[src/rtl/contador_timer_ctrl.sv]
// Run-control sequencer for a WIDTH-bit interval counter: start/pause/abort,
// one-shot or periodic operation, terminal-count pulse and periodic tally.
module contador_timer_ctrl #(
  parameter int WIDTH     = 4,
  parameter int PERIODS_W = 4
) (
  input  logic                 clk,
  input  logic                 rst,
  input  logic                 start,
  input  logic                 pause,
  input  logic                 abort,
  input  logic [WIDTH-1:0]     limit,
  input  logic                 periodic,
  output logic [WIDTH-1:0]     q,
  output logic                 busy,
  output logic                 done,
  output logic [PERIODS_W-1:0] wraps,
  output logic [1:0]           state
);

  typedef enum logic [1:0] {
    IDLE   = 2'd0,
    RUN    = 2'd1,
    PAUSED = 2'd2,
    DONE   = 2'd3
  } state_t;

  state_t               st, st_n;
  logic [WIDTH-1:0]     lim_r, lim_n, q_n;
  logic                 per_r, per_n, done_n;
  logic [PERIODS_W-1:0] wraps_n;

  always_ff @(posedge clk) begin
    if (rst) begin
      st    <= IDLE;
      q     <= '0;
      busy  <= 1'b0;
      done  <= 1'b0;
      wraps <= '0;
      lim_r <= '0;
      per_r <= 1'b0;
    end else begin
      st    <= st_n;
      q     <= q_n;
      busy  <= (st_n == RUN) || (st_n == PAUSED);
      done  <= done_n;
      wraps <= wraps_n;
      lim_r <= lim_n;
      per_r <= per_n;
    end
  end

  // Priority within each state: abort > pause > terminal > increment.
  always_comb begin
    st_n    = st;
    q_n     = q;
    wraps_n = wraps;
    done_n  = 1'b0;
    lim_n   = lim_r;
    per_n   = per_r;
    case (st)
      IDLE, DONE: begin
        if (abort) begin
          st_n = IDLE;
          q_n  = '0;
        end else if (start) begin
          lim_n   = limit;
          per_n   = periodic;
          q_n     = '0;
          wraps_n = '0;
          st_n    = RUN;
        end else if (st == IDLE) begin
          q_n = '0;
        end
      end
      RUN: begin
        if (abort) begin
          st_n = IDLE;
          q_n  = '0;
        end else if (pause) begin
          st_n = PAUSED;
        end else if (q == lim_r) begin
          done_n = 1'b1;
          if (per_r) begin
            q_n     = '0;
            wraps_n = wraps + 1'b1;
          end else begin
            st_n = DONE;
          end
        end else begin
          q_n = q + 1'b1;
        end
      end
      PAUSED: begin
        if (abort) begin
          st_n = IDLE;
          q_n  = '0;
        end else if (!pause) begin
          st_n = RUN;
        end
      end
      default: st_n = IDLE;
    endcase
  end

  assign state = st;

endmodule

[config.mk]
export PLATFORM = sky130hd
export DESIGN_NAME = contador_timer_ctrl
export DESIGN_NICKNAME = d
export VERILOG_FILES = /design/src/rtl/contador_timer_ctrl.sv
export SDC_FILE = /design/constraint.sdc
export NUM_CORES = 1
export LEC_CHECK = 0
export CORE_MARGIN = 2
export CORE_UTILIZATION = 25
export DETAILED_ROUTE_END_ITERATION = 8
export PLACE_DENSITY = 0.47
export SLEW_MARGIN = 0
export SYNTH_ARGS = -nofsm -noshare
export SYNTH_HDL_FRONTEND = slang
export SYNTH_SLANG_ARGS = --single-unit
export TNS_END_PERCENT = 1
[constraint.sdc]
create_clock -name clk -period 2.42 [get_ports clk]
set_input_delay 0.484 -clock clk [delete_from_list [all_inputs] [get_ports clk]]
set_output_delay 0.484 -clock clk [all_outputs]
set_load 0.01 [all_outputs]
==> results of run 1 <==
## final cells by class
type                            count  share of cell area [%]
Timing Repair Buffer               25                    19.7
Inverter                            4                    1.23
Tap cell                           46                    4.72
Multi-Input combinational cell     78                    44.3
Clock buffer                        4                    2.16
Sequential cell                    17                    27.9
## worst max-delay path, cell delays in order (launching register included)
cell and delay [ps]:
dfxtp_1 380, inv_1 90, ha_1 330, nor3b_1 290
nand4_1 130, nor4_1 350, o211ai_1 160, a21oi_2 150
## power by group through the flow
| stage | sequential [uW] | clock [uW] | combinational [uW] |
|---|---|---|---|
| 6_report | 300 | 144 | 129 |
| 5_1_grt | 302 | 165 | 141 |
| 4_1_cts | 300 | 154 | 129 |
| 3_5_place_dp | 307 | 0 | 128 |
| 3_3_place_gp | 307 | 0 | 129 |
| 2_1_floorplan | 307 | 0 | 76.3 |
## cells by family after synthesis
family / after synthesis / synth area share, %
and+or+nand+nor: 41 / 24.3
DFF: 17 / 37.4
adders and majority gates: 5 / 6.87
buffers and inverters: 8 / 3.43
muxes: 6 / 6.59
AOI/OAI and AO/OA: 19 / 13.9
xor gates and xnor gates: 7 / 7.56
## per-stage QoR
stage	total power (uW)	cell area [um^2]	setup WS, ps	hold WS [ps]	std cells
finish	573	1220	478	531	174
global route	608	1220	311	565	174
CTS	583	1220	484	537	174
detailed placement	435	1190	338	522	170
global placement	435	1190	345	499	170
floorplan	383	911	573	484	103
## state kept, by name (all words and copies together) (netlist names)
signal and count:
q 4, done 1, lim_r 4, state 2, per_r 1, busy 1
wraps 4
## worst paths after layout
check | from | endpoint | slack (ps) | depth (start not counted)
worst max register to register | state[1] | busy | 480 | 7
worst min register to register | lim_r[3] | lim_r[3] | 530 | 2
worst max-delay path | state[1] | busy | 480 | 7
worst min-delay path | lim_r[3] | lim_r[3] | 530 | 2
## layout by cell type (no fill, tap or decap), drive strengths merged
master / Yosys / routed
inv: 4 / 4
xor2: 2 / 2
nor3b: 2 / 2
o32ai: 1 / 1
a211o: 1 / 1
nor2: 17 / 17
xnor2: 5 / 5
or4: 1 / 1
mux2i: 6 / 6
nand4: 1 / 1
and4b: 1 / 1
a22oi: 1 / 1
o211ai: 1 / 1
nand2b: 3 / 3
a21o: 1 / 1
nor3: 3 / 3
nand3: 3 / 3
buf: 1 / 4
clkbuf: 3 / 4
nand2: 4 / 4
o22ai: 1 / 1
dfxtp: 17 / 17
nor4: 1 / 1
o21ai: 4 / 4
a21oi: 6 / 6
clkdlybuf4s50: 0 / 21
a221o: 1 / 1
nand3b: 3 / 3
ha: 5 / 5
nand4bb: 1 / 1
and3b: 1 / 1
a221oi: 1 / 1
o21bai: 1 / 1
## per-layer routing
layer  GRT usage [%]  vias to the layer above  wire length, um
met2            17.1                       19              865
met3            1.94                        2               95
li1                -                      413                -
met5               0                        -                0
met4            4.79                        0               23
met1            13.9                      355             1060
==> out/qor.txt, run 1 <==
status = complete, no violations
sequential share of the synthesized area = 37.4%
number of synthesized register bits = 17
Final min period = 1940 ps
first-pass GRT wire length = 3.44 mm
Via-to-Cell Ratio = 4.53
Syn Area/Cell = 8.84 um^2
area taken by flip-flops and latches = 340 um^2
HP Class = flop to flop
Flop pwr share = 52.3%
area delta synth->final = 33.8%
initial antenna violation count = 0
Netlist cell types = 34
CORE AREA = 3420 um^2
starting density of the core = 26.7%
FP Rows = 21
synth warn = 0
Pleak = 0.000475 uW
Core Util, Final = 35.7%
DRC viols = 0
skew final = 4.51 ps
ys async rst share = 0%
setup_tns = 0 ps
commonest cells in the netlist = dfxtp_1 (17), nor2_1 (17), mux2i_1 (6), a21oi_1 (5), ha_1 (5)
GPL Wtd Cong = 0.778
Die Span Y = 64.4 um
Post-synth EDFFs = 0
DR vias = 789
Clock power frac = 25.2%
crit path kind = flop to flop
design internal power = 419 uW
first-pass iteration count of the detailed router = 4
Post-Synthesis Cell Area = 911 um^2
Total Wirelength = 2.05 mm
Comb pwr share = 22.5%
remaining global-route overflow = 0
sw power = 153 uW
CTS root buf = clkbuf_4
Ports = 22
synthesized net count = 118
worst skew pair latency = 280 ps
post-synth top area cell = dfxtp_1
worst path required time = 2640 ps
Pwr per Cell Area = 470 nW/um^2
GRT Resource Usage Total = 10.6%
Crit. End Element = flop
final setup fails = 0
Final ANT Viol Nets = 0
post-synth top area share = 37.4%
layout cells sized above 1 = 9.38%
Final nets = 144
max_cap viols = 0
DRT iter0 DRCs = 33
Worst Path Max Fanout = 9
synth top area cells = dfxtp_1 (37%), nor2_1 (7.0%), ha_1 (6.9%)
Setup Fix Bufs, Post-CTS = 0
Routed wire per std cell = 11.8 um
area of the multi-input gates = 539 um^2
Slew Limit Fails = 0
Sink Count = 17
IO Port Bufs = 21
largest net degree at the start of global routing = 10
HPWL after DPL = 1.60 mm
clk slew on worst S/H paths = 90 ps
CTS tree = built
Synth Instances = 103
net switching fraction of the power = 26.8%
number of global-route vias before repair = 775
RSZ-0062 raised after global routing = no
Peak supply drop = 0.000195 V
final hold vios = 0
CTS buffer count = 3
H-tree depth = 1
Die Wd = 64.4 um
fill cell total of the finished layout = 378
ys flop type = dfxtp_1
ANT cells = 0
slew margin rel. = 70.5%
Fmax = 0.515 GHz
Startpoint Class = flop
Resize count post-CTS = 0
Worst Max-Slew Pin Slew = 438 ps
Clock Tree Buf Depth = 2
Hold Buf Count CTS = 0
final worst-path cycle share = 80.3%
die area = 4140 um^2
crit path DAT = 2170 ps
(Power assumes the default switching activity.)
==> run 2, diff against run 1 <==
--- a/config.mk
+++ b/config.mk
@@ -8,7 +8,7 @@
 export CORE_MARGIN = 2
 export CORE_UTILIZATION = 25
 export DETAILED_ROUTE_END_ITERATION = 8
-export PLACE_DENSITY = 0.47
+export PLACE_DENSITY = 0.49
 export SLEW_MARGIN = 0
 export SYNTH_ARGS = -nofsm -noshare
 export SYNTH_HDL_FRONTEND = slang
==> constraint.sdc (replaced) <==
create_clock -name clk -period 1.75 [get_ports clk]
set_input_delay 0.35 -clock clk [delete_from_list [all_inputs] [get_ports clk]]
set_output_delay 0.35 -clock clk [all_outputs]
set_load 0.01 [all_outputs]
==> out/qor.txt, run 2 (synthesized netlist as in run 1, its figures left out) <==
status = complete, no violations
Die Span Y = 64.4 um (unchanged)
Clock Tree Buf Depth = 2 (unchanged)
CTS tree = built
Post-DP Area = 1300 um^2 (+9.2%)
final worst-path cycle share = 97.9% (+18 points)
most frequent cells in the layout = clkdlybuf4s50_1 (21), nor2_1 (17), buf_4 (17)
design internal power = 615 uW (+47%)
CTS root buf = clkbuf_4
CTS buffer count = 3 (unchanged)
Flop pwr share = 48.2% (-4.1 points)
setup_tns = 0 ps (unchanged)
slew margin rel. = 77.7% (+7.2 points)
DRT iter0 DRCs = 24 (-27%)
DRC viols = 0 (unchanged)
worst path bufs/invs = 0 (-1)
Worst Path Max Fanout = 3 (-6)
final setup fails = 0 (unchanged)
max_cap viols = 0 (unchanged)
CORE AREA = 3420 um^2 (unchanged)
ANT cells = 0 (unchanged)
worst path required time = 1980 ps (-660 ps)
FP Rows = 21 (unchanged)
Comb pwr share = 27.3% (+4.8 points)
Crit path max-delay family = simple AND/OR/NAND/NOR gates
clk slew on worst S/H paths = 100 ps (about the same)
die area = 4140 um^2 (unchanged)
Ports = 22 (unchanged)
Routed wire per std cell = 12.5 um (+6.4%)
commonest non-fill, non-tap cell in the layout = clkdlybuf4s50_1
Via-to-Cell Ratio = 4.64 (+2.2%)
largest net degree at the start of global routing = 11 (+1)
Sink Count = 17 (unchanged)
number of global-route vias before repair = 849 (+9.5%)
Final ANT Viol Nets = 0 (unchanged)
largest registers = lim_r x4, q x4, wraps x4
Peak supply drop = 0.000373 V (+91%)
reg2reg start = lim_r[3]
HP Class = flop to flop
Setup WS pre-CTS = -167 ps (-505 ps)
IO Port Bufs = 21 (unchanged)
worst skew pair latency = 290 ps (about the same)
initial antenna violation count = 0 (unchanged)
Crit. End Element = flop
Final nets = 157 (+9.0%)
RSZ-0062 raised after global routing = yes
crit path DAT = 1950 ps (-220 ps)
crit path cell chain = xor2_1 > nand4bb_1 > or4_4 > a211o_1 > a21oi_2
Pleak = 0.000554 uW (+17%)
Hold Buf Count CTS = 0 (unchanged)
remaining global-route overflow = 0 (unchanged)
GRT Resource Usage Total = 11.4% (+0.79 points)
skew final = 0.797 ps (-3.71 ps)
Setup Fix Bufs, Post-CTS = 0 (unchanged)
sw power = 246 uW (+60%)
Pwr per Cell Area = 619 nW/um^2 (+32%)
HPWL after DPL = 1.77 mm (+11%)
Setup crit end = busy
crit path kind = flop to flop
crit path launch = lim_r[3]
critical path depth = 5 (-2)
FF-to-FF setup slack = 40 ps (-440 ps)
area of the multi-input gates = 602 um^2 (+12%)
GPL Wtd Cong = 0.754 (-3.0%)
layout cells sized above 1 = 29.1% (+20 points)
R2R cell count = 5 (-2)
first-pass iteration count of the detailed router = 4 (unchanged)
CP max stage cell = or4_4
Fmax = 0.584 GHz (+13%)
H-tree depth = 1 (unchanged)
DR vias = 867 (+9.9%)
Design Area, Final = 1390 um^2 (+14%)
final total power = 861 uW (+50%)
starting density of the core = 26.7% (unchanged)
Clock power frac = 24.4% (-0.8 points)
RR Endpoint = busy
first-pass GRT wire length = 3.67 mm (+6.8%)
area taken by flip-flops and latches = 352 um^2 (+3.3%)
final hold vios = 0 (unchanged)
Slew Limit Fails = 0 (unchanged)
Core Util, Final = 40.7% (+5.1 points)
final worst slack = 36.5 ps (-441 ps)
Startpoint Class = flop
fill cell total of the finished layout = 358 (-5.3%)
Final min period = 1710 ps (-229 ps)
Total Wirelength = 2.34 mm (+14%)
Worst Max-Slew Pin Slew = 334 ps (-105 ps)
Die Wd = 64.4 um (unchanged)
slowest stage delay, CP = 520 ps (+140 ps)
area delta synth->final = 52.7%
net switching fraction of the power = 28.5% (+1.7 points)
==> run 2: power groups by stage <==
| stage | combinational [uW] | clock (uW) | sequential [uW] |
|---|---|---|---|
| finish | 235 | 210 | 415 |
| global route | 255 | 234 | 418 |
| CTS | 213 | 225 | 413 |
| detailed placement | 212 | 0 | 422 |
| global placement | 211 | 0 | 422 |
| floorplan | 110 | 0 | 425 |
==> run 2: cell type report <==
cell class              instances  area share (%)
multi-input cells              78            43.3
flip-flops and latches         17            25.3
repair buffers                 38            24.3
well taps                      46            4.14
clock buffers                   3            1.62
inverters                       4            1.08
clock inverters                 1           0.360
==> run 2: what timing repair did <==
action | 4_1_cts | 5_1_grt
gates cloned | 0 | 0
endpoints found under the hold margin | 0 | 0
resized for setup | 0 | 13
setup endpoints to repair | 2 | 10
==> run 2: stage by stage <==
| stage | hold slack [ps] | std cells |
|---|---|---|
| after floorplan | 412 | 103 |
| after global placement | 509 | 183 |
| after detailed placement | 514 | 183 |
| after CTS | 539 | 187 |
| after global routing | 555 | 187 |
| final | 519 | 187 |
==> run 2: worst reg2reg max path: stages, from the launching register on <==
cell       delay, ps
dfxtp_2          340
xor2_1           190
nand4bb_1        230
or4_4            520
a211o_1          280
a21oi_2          110
==> run 2: how the worst min path moves through the flow <==
stage | depth (start not counted) | endpoint | startpoint | slack, ps
after global routing | 2 | lim_r[3] | lim_r[3] | 560
after global placement | 2 | lim_r[2] | lim_r[2] | 510
final | 2 | lim_r[3] | lim_r[3] | 520
after detailed placement | 2 | lim_r[2] | lim_r[2] | 510
after CTS | 2 | lim_r[2] | lim_r[2] | 540
after floorplan | 1 | q[3] | rst | 410
==> run 2: metal layers <==
metal | share of wire [%] | track usage (%)
met2 | 47 | 18.8
met1 | 48 | 14.4
met4 | 1.3 | 5.59
met5 | 0 | 0
met3 | 3.6 | 1.94
